==> src/rtl/phys_free_list.sv <==
// Physical register free list: circular buffer of free pregs with checkpoint recovery.
// Define FL_DOUBLE_FREE_CHECK_EN to compile in the in-list bitmap that rejects double frees.
package buffer_pkgs;
   localparam int unsigned PREGS  = 64;
   localparam int unsigned PREG_W = 6;
endpackage

module phys_free_list #(
   parameter int unsigned PREGS  = buffer_pkgs::PREGS,
   parameter int unsigned PREG_W = buffer_pkgs::PREG_W,
   parameter int unsigned AREG   = 32
) (
   input  logic                    clk_i,
   input  logic                    rst_i,
   input  logic                    alloc_req_i,
   output logic                    alloc_gnt_o,
   output logic [PREG_W-1:0]       alloc_preg_o,
   input  logic                    free_valid_i,
   input  logic [PREG_W-1:0]       free_preg_i,
   output logic [PREG_W-1:0]       chkpt_head_o,
   output logic [PREG_W-1:0]       chkpt_tail_o,
   output logic [$clog2(PREGS):0]  chkpt_free_count_o,
   input  logic                    fl_recover_i,
   input  logic [PREG_W-1:0]       fl_recover_head_i,
   input  logic [PREG_W-1:0]       fl_recover_tail_i,
   input  logic [$clog2(PREGS):0]  fl_recover_free_count_i,
   output logic                    empty_o,
   output logic                    error_o
);
   localparam int unsigned CW = $clog2(PREGS) + 1;

   logic [PREG_W-1:0] buf_q [PREGS];
   logic [PREG_W-1:0] head_q, head_d, tail_q, tail_d;
   logic [CW-1:0]     count_q, count_d;
   logic              error_q, error_d;
   logic              grant, dup, free_ok;

   // Checkpointed tail and count are redundant: the live tail is authoritative.
   logic unused_recover;
   assign unused_recover = ^{fl_recover_tail_i, fl_recover_free_count_i};

   assign grant   = alloc_req_i && (count_q != '0) && !fl_recover_i;
   assign free_ok = free_valid_i && (fl_recover_i || (count_q != CW'(PREGS))) && !dup;

`ifdef FL_DOUBLE_FREE_CHECK_EN
   logic [PREGS-1:0]  map_q, map_d, rec_map;
   logic [PREG_W-1:0] rec_len;

   // Rebuild the in-list set from the slots between the recovered head and the live tail.
   always_comb begin
      rec_map = '0;
      rec_len = PREG_W'(tail_q - fl_recover_head_i);
      for (int j = 0; j < int'(PREGS); j++) begin
         if (PREG_W'(PREG_W'(j) - fl_recover_head_i) < rec_len) rec_map[buf_q[j]] = 1'b1;
      end
   end

   // A preg leaving via this cycle's grant may legitimately come back in the same cycle.
   assign dup = fl_recover_i ? rec_map[free_preg_i]
                             : (map_q[free_preg_i] && !(grant && (buf_q[head_q] == free_preg_i)));

   always_comb begin
      map_d = fl_recover_i ? rec_map : map_q;
      if (grant)   map_d[buf_q[head_q]] = 1'b0;
      if (free_ok) map_d[free_preg_i]   = 1'b1;
   end

   always_ff @(posedge clk_i or posedge rst_i) begin
      if (rst_i) begin
         for (int i = 0; i < int'(PREGS); i++) map_q[i] <= (i >= int'(AREG));
      end else begin
         map_q <= map_d;
      end
   end
`else
   assign dup = 1'b0;
`endif

   // Next head/tail/count; recovery rewinds head and recomputes count against the live tail.
   always_comb begin
      head_d  = fl_recover_i ? fl_recover_head_i : head_q + PREG_W'(grant);
      tail_d  = tail_q + PREG_W'(free_ok);
      count_d = count_q + CW'(free_ok) - CW'(grant);
      if (fl_recover_i) count_d = CW'(PREG_W'(tail_d - fl_recover_head_i));
      error_d = error_q || (free_valid_i && !free_ok);
   end

   always_ff @(posedge clk_i or posedge rst_i) begin
      if (rst_i) begin
         for (int i = 0; i < int'(PREGS); i++)
            buf_q[i] <= (i < int'(PREGS - AREG)) ? PREG_W'(AREG + i) : '0;
         head_q  <= '0;
         tail_q  <= PREG_W'(PREGS - AREG);
         count_q <= CW'(PREGS - AREG);
         error_q <= 1'b0;
      end else begin
         if (free_ok) buf_q[tail_q] <= free_preg_i;
         head_q  <= head_d;
         tail_q  <= tail_d;
         count_q <= count_d;
         error_q <= error_d;
      end
   end

   assign alloc_gnt_o        = grant;
   assign alloc_preg_o       = buf_q[head_q];
   assign chkpt_head_o       = head_q;
   assign chkpt_tail_o       = tail_q;
   assign chkpt_free_count_o = count_q;
   assign empty_o            = (count_q == '0);
   assign error_o            = error_q;
endmodule
==> config.mk <==
export PLATFORM = sky130hd
export DESIGN_NAME = phys_free_list
export DESIGN_NICKNAME = d
export VERILOG_FILES = /design/src/rtl/phys_free_list.sv
export SDC_FILE = /design/constraint.sdc
export NUM_CORES = 1
export LEC_CHECK = 0
export BUFFER_PORTS_ARGS = -buffer_cell sky130_fd_sc_hd__buf_2
export CELL_PAD_IN_SITES_DETAIL_PLACEMENT = 0
export CELL_PAD_IN_SITES_GLOBAL_PLACEMENT = 1
export CORE_ASPECT_RATIO = 1.1
export CORE_MARGIN = 4
export CORE_UTILIZATION = 57
export DETAILED_ROUTE_END_ITERATION = 12
export PLACE_DENSITY_LB_ADDON = 0.12
export SLEW_MARGIN = 10
export SYNTH_ARGS = -nofsm -noshare
export SYNTH_HDL_FRONTEND = slang
export SYNTH_SLANG_ARGS = --single-unit
==> constraint.sdc <==
create_clock -name clk_i -period 35 [get_ports clk_i]
set_clock_uncertainty 0.05 [all_clocks]
set_input_delay 8.75 -clock clk_i [delete_from_list [all_inputs] [get_ports clk_i]]
set_output_delay 8.75 -clock clk_i [all_outputs]
set_load 0.01 [all_outputs]
==> summary by stage, run 1 <==
Timing
Measured against its own limit, the worst slew margin works out to 0.220. The number of max-slew violations in the final report is 0. The final critical path time including I/O delays and setup is ~18,000 ps. Based on the critical path, the design can be clocked at up to around 54 MHz.

The final hold violation count is 0. Of the available clock period, the critical path in the final layout requires 0.527. At the pin with the least slew margin, the transition time is around 1200 ps. Setup repair after global routing left no endpoint under its margin.

The setup TNS after final layout is 0 ps. The count of final setup violators is 0.

Cells and area
The area taken by flip-flops and latches is a little over 0.01 mm². 0 antenna diodes ended up in the layout. The summed area of non-filler cells in the final layout is about 0.021 mm². The layout has roughly 2,600 filler cells.

The total area of multi-input combinational cells is approximately 0.0085 mm². For this run, the post-layout net count is approximately 1,400. The area growth from synthesis to layout is 10.2%. Of the cells placed in the final design, the portion with a size suffix greater than 1 is 0.516.

Clock tree
The number of setup buffers added after CTS is 0. The cell chosen for the clock root is clkbuf_16. After clock tree synthesis, the clock-pin slew on the worst setup and hold paths is 60 ps. Counting along the longest clock path gives a buffer depth of 3.

The number of CTS-inserted buffers is between 40 and 50. The number of hold buffers added after CTS was 0. At the later pin of the worst-skew pair, clock insertion delay measures approximately 550 ps. The clock tree from TritonCTS is yes.

For this design, the sink count on the clock tree is around 400. The number of gates resized after cts is 0. The H-tree was split into 2 levels.

Pwr
The maximum vdd drop is ~0.052 mV. The analysis attributes to cell leakage a power of approximately 9.5 nW. Power spread over the standard cell area amounts to about 76 mW/mm².

Synth
The number of flops mapped to enable cells by yosys is 0. The post-synthesis instance area is 0.0192 mm². The share of the Yosys chip area taken by registers is 0.534. The post-synthesis area per instance is about 14 µm². After synthesis the netlist holds a flip-flop and latch count of 404.

The top flip-flop cell by instance count after synthesis is dfrtp_1. The yosys synthesis warning count is 0. In the synthesized netlist, the number of instances is between 1,000 and 1,500.

The unique cell type count in the Yosys netlist is 53. The fraction of registers with async set/reset is 1.00. The net count after synthesis is roughly 1,400.

Worst setup path
The required time of the worst setup path is between 20,000 and 30,000 ps. Data on the critical path arrives at its endpoint at 9650 ps. The total buffers and inverters traversed by the critical path is 2.

The worst stage delay on the critical path is ~440 ps. Walking the worst path, the cells encountered are buf_2, nor3b_1, buf_2. The most frequent cell on the critical path is buf_2.

The worst-path cell with the longest stage delay is nor3b_1. The critical path start-end classification is in -> out. The worst setup path is captured at an output port.

The cell family with the largest share of critical-path delay is buffers and inverters. The startpoint type of the worst setup path is an input pin. The maximum fanout along the worst path is 24.

Drt
In this run, the number of DRC markers left after iteration 0 of detailed routing was between 600 and 700. For this run, design rule violations remaining after detail routing come to 0. Before antenna repair, the detailed router went through 5 iterations. Summing over every cut layer, the via total after detailed routing is 11,286. The mean routed wirelength per cell is 24.7 µm.

Using the TritonRoute via totals, the vias-per-cell ratio works out to around 6.2. The antenna violation net count after detailed routing is 0. The total routed wirelength is roughly 45,000 µm.

Global routing
The largest net degree at the start of global routing is between 100 and 150. For this run, the total global-route usage over all layers was measured as 0.249. The via count of the first global-routing pass came to about 12,000. The total overflow left after global routing is 0. The first-pass GRT wire length is just over 70,000 µm. The number of antenna violations at the first check in global routing is 0.

Die
The height of the die is about 200 µm. The initial utilization of the core area, before any placement, comes to 0.577. The total core area is approximately 0.033 mm². The number of top-level pins is 58. The floorplan step defined a die boundary enclosing between 0.03 and 0.04 mm².

The number of standard-cell rows in the floorplan is 70. In this run the horizontal extent of the chip is about 180 µm.

Min path
The kind of path behind the tightest hold check is reg -> reg.

Placement
Summing all placed instances gives a cell area of a little under 0.02 mm². Summed over all nets, the half-perimeter wirelength after detailed placement is roughly 28,000 µm. The last weighted congestion value of the routability-driven placer is 0.846. The count of buffers added on input and output ports is 44.

Job
The number of max-capacitance violations reported is 0.

Outcome
The run finished with clean final reports.
flip-flops by register name (all words and copies together), names as in the netlist:
name and cells:
buf_q 384, chkpt_free_count_o 7, chkpt_head_o 6, chkpt_tail_o 6, error_o 1
area by class of cell:
cell class	count	area share
Clock buffer	75	0.0646
Multi-Input combinational cell	830	0.402
Clock inverter	7	0.00337
Sequential cell	404	0.485
Inverter	18	0.00355
Timing Repair Buffer	58	0.0160
Tap cell	432	0.0255
routing by layer:
layer  global-route usage  routed length (µm)  vias to the layer above
li1                     -                   -                     4952
met1                0.366               20400                     6041
met2                0.397               21700                      219
met3               0.0357                1770                       74
met4               0.0636                1150                        0
met5                    0                   0                        -
final timing paths:
| check | from | to | slack [ps] | cells after the start |
|---|---|---|---|---|
| worst max-delay path | fl_recover_i | alloc_gnt_o | 16550 | 3 |
| worst min-delay path | error_o | error_o | 430 | 1 |
| worst max register to register | chkpt_free_count_o[5] | buf_q[55] | 31580 | 7 |
| worst min register to register | error_o | error_o | 430 | 1 |
| max in group asynchronous | rst_i | buf_q[307] | 24960 | 3 |
| min in group asynchronous | rst_i | chkpt_free_count_o[3] | 8330 | 2 |
power by group:
group,internal (W),total (W),switching [W]
Sequential,0.000634,0.000728,0.0000940
Combinational,0.000238,0.000433,0.000194
Clock,0.000273,0.000458,0.000185
Total,0.00115,0.00162,0.000474
per-stage QoR:
step                      hold WS (ps)  setup slack (ps)  total power [W]  utilization  instances
after floorplan                    424             15150          0.00105            -       1341
after global placement             405             16550          0.00115        0.592       1741
after detailed placement           412             16560          0.00117        0.592       1741
after CTS                          431             16550          0.00163        0.636       1823
after global routing               457             16460          0.00171        0.636       1824
final                              428             16550          0.00162        0.636       1824
cells in the final DEF, fill, tap and decap left out, types with 9 or more instances in the layout:
cell,instances
nand2_1,49
inv_1,16
a21oi_1,13
dfrtp_1,287
o22ai_1,15
mux2i_1,51
clkbuf_16,45
mux4_2,73
clkbuf_1,17
nor2_1,80
clkbuf_8,13
mux2_2,398
dfstp_2,114
nand3_1,12
buf_4,13
ha_1,18
nor2b_1,9
buf_2,44
worst reg2reg max path: cells and delay by family (launching register included):
kind | cells | cell delay, ps
muxes | 1 | 410
DFF | 1 | 550
adders and majority gates | 1 | 190
and+or+nand+nor | 4 | 2040
buffers and inverters | 1 | 60
logic make-up (layout without fill, tap and decap cells):
family	Yosys count	in the layout	share of synthesized area
multiplexers	522	522	0.345
flip-flops	404	404	0.534
AND/OR/NAND/NOR	184	184	0.0440
buffers and inverters	107	158	0.0229
AO/OA/AOI/OAI	87	87	0.0319
adder cells (fa/ha/maj)	20	20	0.0138
XOR/XNOR	17	17	0.00847
synth_stat cells (2+ instances only):
master	n	share of area
a22oi_1	4	0.0016
xnor2_1	8	0.0036
nor3_1	6	0.0016
dfstp_2	114	0.16
nor2b_1	9	0.0029
o22ai_1	15	0.0049
mux2_2	398	0.23
nand3b_1	5	0.0020
mux2i_1	51	0.027
a22o_1	2	0.00091
nand3_1	12	0.0031
clkbuf_1	56	0.011
a2111oi_0	4	0.0018
nand2b_1	6	0.0020
a21oi_1	13	0.0034
buf_4	4	0.0016
a211o_1	7	0.0032
a41oi_1	4	0.0018
nand2_1	49	0.0096
nand4_1	2	0.00065
buf_1	10	0.0020
and3b_1	2	0.00091
mux4_2	73	0.086
nor3b_1	4	0.0016
dfrtp_1	290	0.38
buf_2	19	0.0049
and3_1	2	0.00065
xor2_1	8	0.0036
o221ai_1	8	0.0036
o21bai_1	2	0.00078
a21o_1	7	0.0027
ha_1	18	0.012
o21ai_0	8	0.0021
fa_1	2	0.0021
a211oi_1	2	0.00078
nor2_1	80	0.016
inv_1	17	0.0033
a31oi_1	5	0.0016
No activity file was read; power rests on OpenSTA's default activity.
==> inputs of run 2 (changes only) <==
--- a/config.mk
+++ b/config.mk
@@ -5,12 +5,13 @@
 export SDC_FILE = /design/constraint.sdc
 export NUM_CORES = 1
 export LEC_CHECK = 0
+export ABC_AREA = 1
 export BUFFER_PORTS_ARGS = -buffer_cell sky130_fd_sc_hd__buf_2
 export CELL_PAD_IN_SITES_DETAIL_PLACEMENT = 0
 export CELL_PAD_IN_SITES_GLOBAL_PLACEMENT = 1
 export CORE_ASPECT_RATIO = 1.1
 export CORE_MARGIN = 4
-export CORE_UTILIZATION = 57
+export CORE_UTILIZATION = 42
 export DETAILED_ROUTE_END_ITERATION = 12
 export PLACE_DENSITY_LB_ADDON = 0.12
 export SLEW_MARGIN = 10
==> constraint.sdc (replaced) <==
create_clock -name clk_i -period 16.7 [get_ports clk_i]
set_clock_uncertainty 0.05 [all_clocks]
set_input_delay 4.175 -clock clk_i [delete_from_list [all_inputs] [get_ports clk_i]]
set_output_delay 4.175 -clock clk_i [all_outputs]
set_load 0.01 [all_outputs]
==> run 2 against run 1 <==
Synthesized area rose by 2.7%; final cell count rose by 71%; die area rose by 38%; via count rose by 42%; sequential share of layout area fell by 1.0 points; power rose by 120%; first-iteration DRC count rose by 72%; critical endpoint unchanged; cell area rose by 2.1%; wire length rose by 25%; combinational power rose by 130%; register-to-register slack got worse by 18000 ps; largest power group unchanged; sequential cell count did not move.
==> summary by stage, run 2 <==
Cells and area
The antenna cell count is 0. The number of flip-flops under the largest register name is between 300 and 400. The library cells used most frequently in the layout, excluding fill and tap cells, are nand2_1 (1,008), dfrtp_1 (288), o21ai_0 (235), nand3_1 (215), o21ai_1 (174).

The growth of design area from synthesis to finish is 9.56%. The total area of multi-input combinational cells is 0.00806 mm². The number of nets in the layout is 2,543. Leaving out fill and tap cells, the most frequent cell in the layout is nand2_1. The area taken by flip-flops and latches is 0.0103 mm².

The layout cell share with drive strength beyond 1 is 0.111. The fraction of the core area covered by cells at the end of the flow is 0.464. The register bank with the most flops is buf_q. The layout has 4,688 filler cells.

Synth
In the synthesized netlist the dominant register cell turns out to be dfrtp_1. The most common cell in the synthesized netlist is nand2_1. The area share of the leading cell type in the synthesized netlist is 0.368.

The gate count after technology mapping is roughly 2,600. By area the synthesized netlist is led by dfrtp_1 (37%), nand2_1 (19%), dfstp_2 (15%). Yosys printed 0 warnings. The post-synthesis area per instance is 7.70 µm². The unique cell type count in the Yosys netlist is 31. After synthesis the cells add up to 0.0197 mm².

The sequential share of the synthesized area is 0.519. The commonest cells after synthesis are nand2_1 (1,008), dfrtp_1 (290), o21ai_0 (235). The post-synthesis cell type with the largest combined area is dfrtp_1. The net count after synthesis is around 2,600. Counting flops with a built-in enable in the synthesized netlist gives 0. The fraction of registers with async set/reset is 1.00. Counting flops and latches in the post-synthesis netlist gives slightly above 400.

Timing
For this run, the top clock speed supported by timing is roughly 110 MHz. For the pin with the worst max-slew slack, the measured transition is ~1000 ps. In this run the tightest slew margin relative to its limit is 0.324. The clock period could shrink to between 9000 and 10,000 ps.

Of the available clock period, the critical path in the final layout requires 0.553. The final critical-path setup slack is 7460 ps. The number of max-slew violations in the final report is 0. The worst hold margin is 421 ps. Setup repair after global routing left no endpoint under its margin. The final hold violation count is 0. The setup TNS after final layout is 0 ps. Setup violations remaining at the end of the flow were counted as 0.

Drt
Wires add up to 56,200 µm. The detailed router finished its first iteration with 1,068 violations. For this block, the via count after detailed routing is about 16,000.

Signal routing reaches up to met4. The mean routed wirelength per cell is around 18 µm. Once detail routing completed, the nets flagged for antenna violations numbered 0.

In the final routing, the length of wire on met1 measures around 26,000 µm. The pre-antenna-repair detailed-routing pass consisted of 5 iterations. The DRC violations left is 0. Summed over all nets, wire length on met2 after detailed routing comes to approximately 26,000 µm. The vias per cell is slightly above 5. The wire length on met3 is between 2000 and 3000 µm.

Clock tree
The tree built by TritonCTS fans out to slightly above 400 sinks. The number of gates resized after cts is 0. The post-cts hold buffer count is 0. In this run the deepest clock path goes through 3 buffers.

The number of H-tree levels is 2. Buffers inserted during clock tree synthesis total 46. The clock latency on the worst-skew pair is roughly 570 ps. The buffers inserted during post-CTS setup optimization is 0. Clock tree synthesis selected as its root buffer the cell clkbuf_16. The clock tree from TritonCTS is yes. The clock-pin slew on the worst setup and hold paths is approximately 60 ps.

Worst setup path
The kind of cell with the highest combined delay along the critical path is buffers and inverters. The slowest stage of the critical path is the inv_2 cell. The setup slack on the worst flop-to-flop path is ~13,000 ps. The worst stage delay on the critical path is about 230 ps.

The startpoint type of the worst setup path is an input pin. The critical path is of the in -> out type. The critical path goes through buf_2, inv_2, nand3b_1, inv_1, buf_2.

In this run the worst path has a maximum fanout of 16. The category of the worst setup path capture point is an output port. The required time of the worst setup path is between 10,000 and 15,000 ps.

At the worst endpoint, the arrival time is around 5000 ps. Together, buffers and inverters on the worst path number 4. Among the stages of the critical path, the cell type that occurs most often is buf_2.

Placement
The last weighted congestion value of the routability-driven placer is approximately 0.81. The number of buffers inserted by port buffering is between 40 and 50. The total half-perimeter wirelength after legalization and detailed placement is between 30,000 and 40,000 µm. The worst setup slack before clock tree synthesis is roughly 7400 ps.

Global routing
In the global route stage, overall resource usage came out at 0.223. The number of antenna violations at the first check in global routing was 0. The aggregate global routing overflow is 0. The largest net degree at the start of global routing is roughly 160. The first global-routing pass estimated 90,100 µm of wire. The via count of the first global-routing pass is around 16,000.

Outcome
The flow ran to the end, and the final reports show no timing, DRC or antenna violations.

Pwr
The net switching power figure is roughly 0.0012 W. Internal power comes to between 0.002 and 0.0025 W. Summed over all cells, the static leakage comes to 9.85 nW. The total power is between 0.003 and 0.004 W. IR analysis of the VDD net gives a maximum drop of between 0.09 and 0.1 mV.

The share of total power in the clock network is 0.284. The share of total power dissipated in sequential elements is 0.442. Of the total power, the share spent switching nets is 0.343. The combinational group share of total power is 0.274.

The total power density per cell area is ~170 mW/mm².

Job
Across the run, the number of max-cap violations was 0.

Die
For this configuration, the core starts out at a cell density of 0.423. The number of top-level pins is slightly below 60. The horizontal die dimension is roughly 210 µm.

After floorplanning, the core was sized to cover 0.0466 mm². Row generation in the floorplan step produced between 80 and 90 rows. The die covers 0.0505 mm². The height of the die is around 240 µm.

Min path
In this run the worst hold path is classified as reg -> reg.
## run 2: cell types whose count changed after synthesis, moves of 73 or more
cell	delta
buf_2	+77
inv_1	+137
mux2_2	-398
mux4_2	-73
nand2_1	+959
nand3_1	+203
o21ai_0	+227
o21ai_1	+174
## run 2: tightest hold or removal path, cell delays in order, from the launching register on
cell     delay (ps)
dfstp_2         370
nand2_1          50
o21ai_1          50
## run 2: metrics by stage
stage | std cells | cell area [µm²]
3_5_place_dp | 3040 | 20100
3_3_place_gp | 3040 | 20100
6_report | 3126 | 21600
4_1_cts | 3126 | 21600
2_1_floorplan | 2563 | 19700
5_1_grt | 3126 | 21600
## run 2: final timing paths
check | from | endpoint | cells after the start
worst min register to register | buf_q[217] | buf_q[217] | 2
max in group asynchronous | rst_i | buf_q[98] | 4
worst max-delay path | fl_recover_i | alloc_gnt_o | 5
worst min-delay path | buf_q[217] | buf_q[217] | 2
min in group asynchronous | rst_i | buf_q[62] | 2
worst max register to register | chkpt_free_count_o[3] | chkpt_free_count_o[5] | 19
## run 2: cell families after synthesis
group,synth area share
AND/OR/NAND/NOR,0.270
flip-flops,0.519
AO/OA/AOI/OAI,0.121
buffers and inverters,0.0723
XOR/XNOR,0.00444
adder cells (fa/ha/maj),0.0134
## run 2: area by class of cell
type                            instances  share of cell area
Clock buffer                           72              0.0662
Clock inverter                         14             0.00555
Inverter                              168              0.0296
Multi-Input combinational cell       1811               0.373
Sequential cell                       404               0.474
Tap cell                              595              0.0344
Timing Repair Buffer                   62              0.0170
## run 2: metal layers
metal  vias up  track usage
met5         -            0
met4         0       0.0613
met3        72       0.0363
met2       310        0.368
met1      7589        0.306
li1       8032            -
## run 2: power groups by stage
stage / combinational, W / clock (W) / sequential, W
4_1_cts: 0.00101 / 0.00106 / 0.00161
3_5_place_dp: 0.00101 / 0 / 0.00162
2_1_floorplan: 0.000767 / 0 / 0.00158
5_1_grt: 0.00117 / 0.00111 / 0.00166
6_report: 0.000998 / 0.00103 / 0.00161
3_3_place_gp: 0.000989 / 0 / 0.00161
==> inputs of run 3 (changes only) <==
--- a/config.mk
+++ b/config.mk
@@ -11,7 +11,7 @@
 export CELL_PAD_IN_SITES_GLOBAL_PLACEMENT = 1
 export CORE_ASPECT_RATIO = 1.1
 export CORE_MARGIN = 4
-export CORE_UTILIZATION = 42
+export CORE_UTILIZATION = 47
 export DETAILED_ROUTE_END_ITERATION = 12
 export PLACE_DENSITY_LB_ADDON = 0.12
 export SLEW_MARGIN = 10
==> constraint.sdc (replaced) <==
create_clock -name clk_i -period 8.9 [get_ports clk_i]
set_clock_uncertainty 0.05 [all_clocks]
set_input_delay 2.225 -clock clk_i [delete_from_list [all_inputs] [get_ports clk_i]]
set_output_delay 2.225 -clock clk_i [all_outputs]
set_load 0.01 [all_outputs]
==> run 3 against run 2 <==
Sequential cell count unchanged; via count increased by 0.96%; cell area decreased by 0.54%; first-iteration DRC count increased by 9.3%; critical path depth increased by 6; register-to-register slack got worse by 7700 ps; critical endpoint is now alloc_preg_o[2]; largest power group unchanged.
==> summary by stage, run 3 (synthesis results as in run 2) <==
Die
The horizontal die dimension is 203 µm. The starting density of the core is 0.477. The number of top-level pins is between 50 and 60. The die is between 200 and 250 µm tall.

In this run the core area contains 78 standard-cell rows. The overall die area is between 0.04 and 0.05 mm². The total core area is between 0.04 and 0.05 mm².

Placement
In this run the tool buffered the top-level ports with 44 buffer cells. The count of placed standard cells including taps is ~3,000. The total half-perimeter wirelength after legalization and detailed placement is between 30,000 and 40,000 µm. The last weighted congestion value of the routability-driven placer is approximately 0.84.

Cells and area
Leaving out fill and tap cells, the most frequent cell in the layout is nand2_1. In the final layout, the share of cells above drive strength 1 is 0.108. Leaving out fill and tap cells, the most frequent cells in the layout are nand2_1 (1,008), dfrtp_1 (288), o21ai_0 (235), nand3_1 (215), o21ai_1 (174). The fraction of the core area covered by cells at the end of the flow is 0.520.

The number of flip-flops under the largest register name is between 300 and 400. The number of nets in the layout is roughly 2,500. The area taken by flip-flops and latches is 0.0103 mm².

Counting flops per register, the top entry is buf_q. The multi-input combinational cells in the finished layout cover a total of roughly 0.0081 mm². For this run, the number of standard cells in the final layout without fillers is 3,090.

Relative to the synthesized area, the layout overhead comes to 8.97%. The repair_antennas step left the layout with diodes totalling 0. The layout has slightly above 4,000 filler cells.

Timing
The maximum frequency from static timing analysis is about 160 MHz. The worst hold margin is 422 ps. The final hold violation count is 0.

Setup repair after global routing left no endpoint under its margin. The number of max-slew violations in the final report was 0. Dividing the final minimum period by the clock period gives 0.722.

The worst pin sits at a relative slew slack of 0.248. The transition at the pin with the smallest max-transition slack is 1130 ps. The final critical path time including I/O delays and setup is between 6000 and 7000 ps.

The setup TNS after final layout is 0 ps. Setup violations remaining at the end of the flow were counted as 0.

Drt
The total number of vias is ~16,000. The total routed wirelength is between 50,000 and 60,000 µm. The pre-antenna-repair detailed-routing pass consisted of 5 iterations. The vias per cell is roughly 5.2. In the final routed layout, each cell accounts on average for between 15 and 20 µm. In this run, the number of DRC markers left after iteration 0 of detailed routing was between 1,000 and 1,500. In the routed design, unresolved DRC markers number 0. The antenna violation net count after detailed routing is 0.

Global routing
After global routing the overflow that remains totals 0. The number of antenna violations at the first check in global routing is 0. In the global route stage, overall resource usage came out at 0.244.

The first global-routing pass estimated around 90,000 µm of wire. Entering global routing, the biggest net connects between 150 and 200 pins. The via count of the first global-routing pass is approximately 16,000.

Worst setup path
The worst stage delay on the critical path is roughly 870 ps. The most frequent cell on the critical path is nand2_1. The worst-path cell with the longest stage delay is dfrtp_4. Traced cell by cell, the critical path runs through inv_4, buf_4, nand2_1, nand2_1, nand2_1, nand3_1, nand3_1, nand2_1, nand3_1, nand2_1, buf_2. In this run the worst path has a maximum fanout of 84. The critical path start-end classification is reg -> out. STA classifies the critical path startpoint as a flop.

The required time of the worst setup path is about 6600 ps. The category of the worst setup path capture point is an output port. Data on the critical path arrives at its endpoint at 4150 ps.

Outcome
The flow ran to the end, and the final reports show no timing, DRC or antenna violations.

Clock tree
TritonCTS built the clock tree. In this run, CTS created clock tree buffers numbering 45. The clock latency on the worst-skew pair is 570 ps. The post-cts hold buffer count is 0. Buffers added to address setup during post-CTS repair amount to 0. The tree built by TritonCTS fans out to roughly 400 sinks. In this run the number of H-tree levels came out at 2. The buffer levels on the longest clock path is 3. After clock tree synthesis, the clock-pin slew on the worst setup and hold paths is 60 ps.

In this run, post-CTS repair resized a total of 0 instances. The cell chosen for the clock root is clkbuf_16.

Pwr
The analysis attributes to cell leakage a power of approximately 10 nW. Of the total power, combinational logic draws 0.273. Summed over all nets, the switching power comes to approximately 0.0023 W. The total power density per cell area is about 310 mW/mm².

Of the total power, registers draw 0.452. The share of total power dissipated in the clock network is 0.275. The switching portion of total power is 0.344. The maximum vdd drop is around 0.2 mV. The cell internal power dissipation is between 0.004 and 0.005 W.

Min path
The min-delay analysis places its worst path in the category reg -> reg.

Job
The tool flagged a number of max-cap violations equal to 0.
==> run 3: through the flow <==
step | setup slack [ps] | cell area, µm² | total power [W]
CTS | 2480 | 21500 | 0.00681
detailed placement | 3110 | 20000 | 0.00492
floorplan | 1280 | 19700 | 0.00440
finish | 2480 | 21500 | 0.00676
global placement | 3100 | 20000 | 0.00486
global route | 2240 | 21500 | 0.00728
==> run 3: layer usage <==
metal  vias up  wire length [µm]  global-route usage
li1       8032                 -                   -
met1      7685             25000               0.338
met2       359             25400               0.398
met3        80              2630              0.0342
met4         0              1620              0.0788
met5         -                 0                   0
==> run 3: worst max-delay path, delay by kind of cell (launching register included) <==
family | cells | cell delay [ps]
simple gates | 8 | 950
flops | 1 | 870
buf+inv | 3 | 1640
==> run 3: power by group through the flow <==
stage | logic [W] | clock network (W) | registers, W
final | 0.00185 | 0.00186 | 0.00305
after global routing | 0.00216 | 0.00198 | 0.00314
after CTS | 0.00186 | 0.00190 | 0.00305
after detailed placement | 0.00186 | 0 | 0.00307
after global placement | 0.00181 | 0 | 0.00305
after floorplan | 0.00144 | 0 | 0.00296
==> run 3: path summary, 6_finish.rpt <==
path                                               to                  start  slack, ps  cells after the start
worst max-delay path                  alloc_preg_o[2]        chkpt_head_o[0]       2480                     11
worst min-delay path                       buf_q[263]             buf_q[263]        420                      2
worst max register to register  chkpt_free_count_o[5]  chkpt_free_count_o[2]       5650                     19
worst min register to register             buf_q[263]             buf_q[263]        420                      2
max in group asynchronous             chkpt_head_o[1]                  rst_i       5510                      3
min in group asynchronous                  buf_q[342]                  rst_i       1750                      2
==> run 3: cell type report <==
cell class | count | share of cell area
Multi-Input combinational cell | 1811 | 0.375
Inverter | 168 | 0.0296
Clock buffer | 77 | 0.0655
Sequential cell | 404 | 0.477
Timing Repair Buffer | 63 | 0.0175
Tap cell | 560 | 0.0326
Clock inverter | 7 | 0.00314
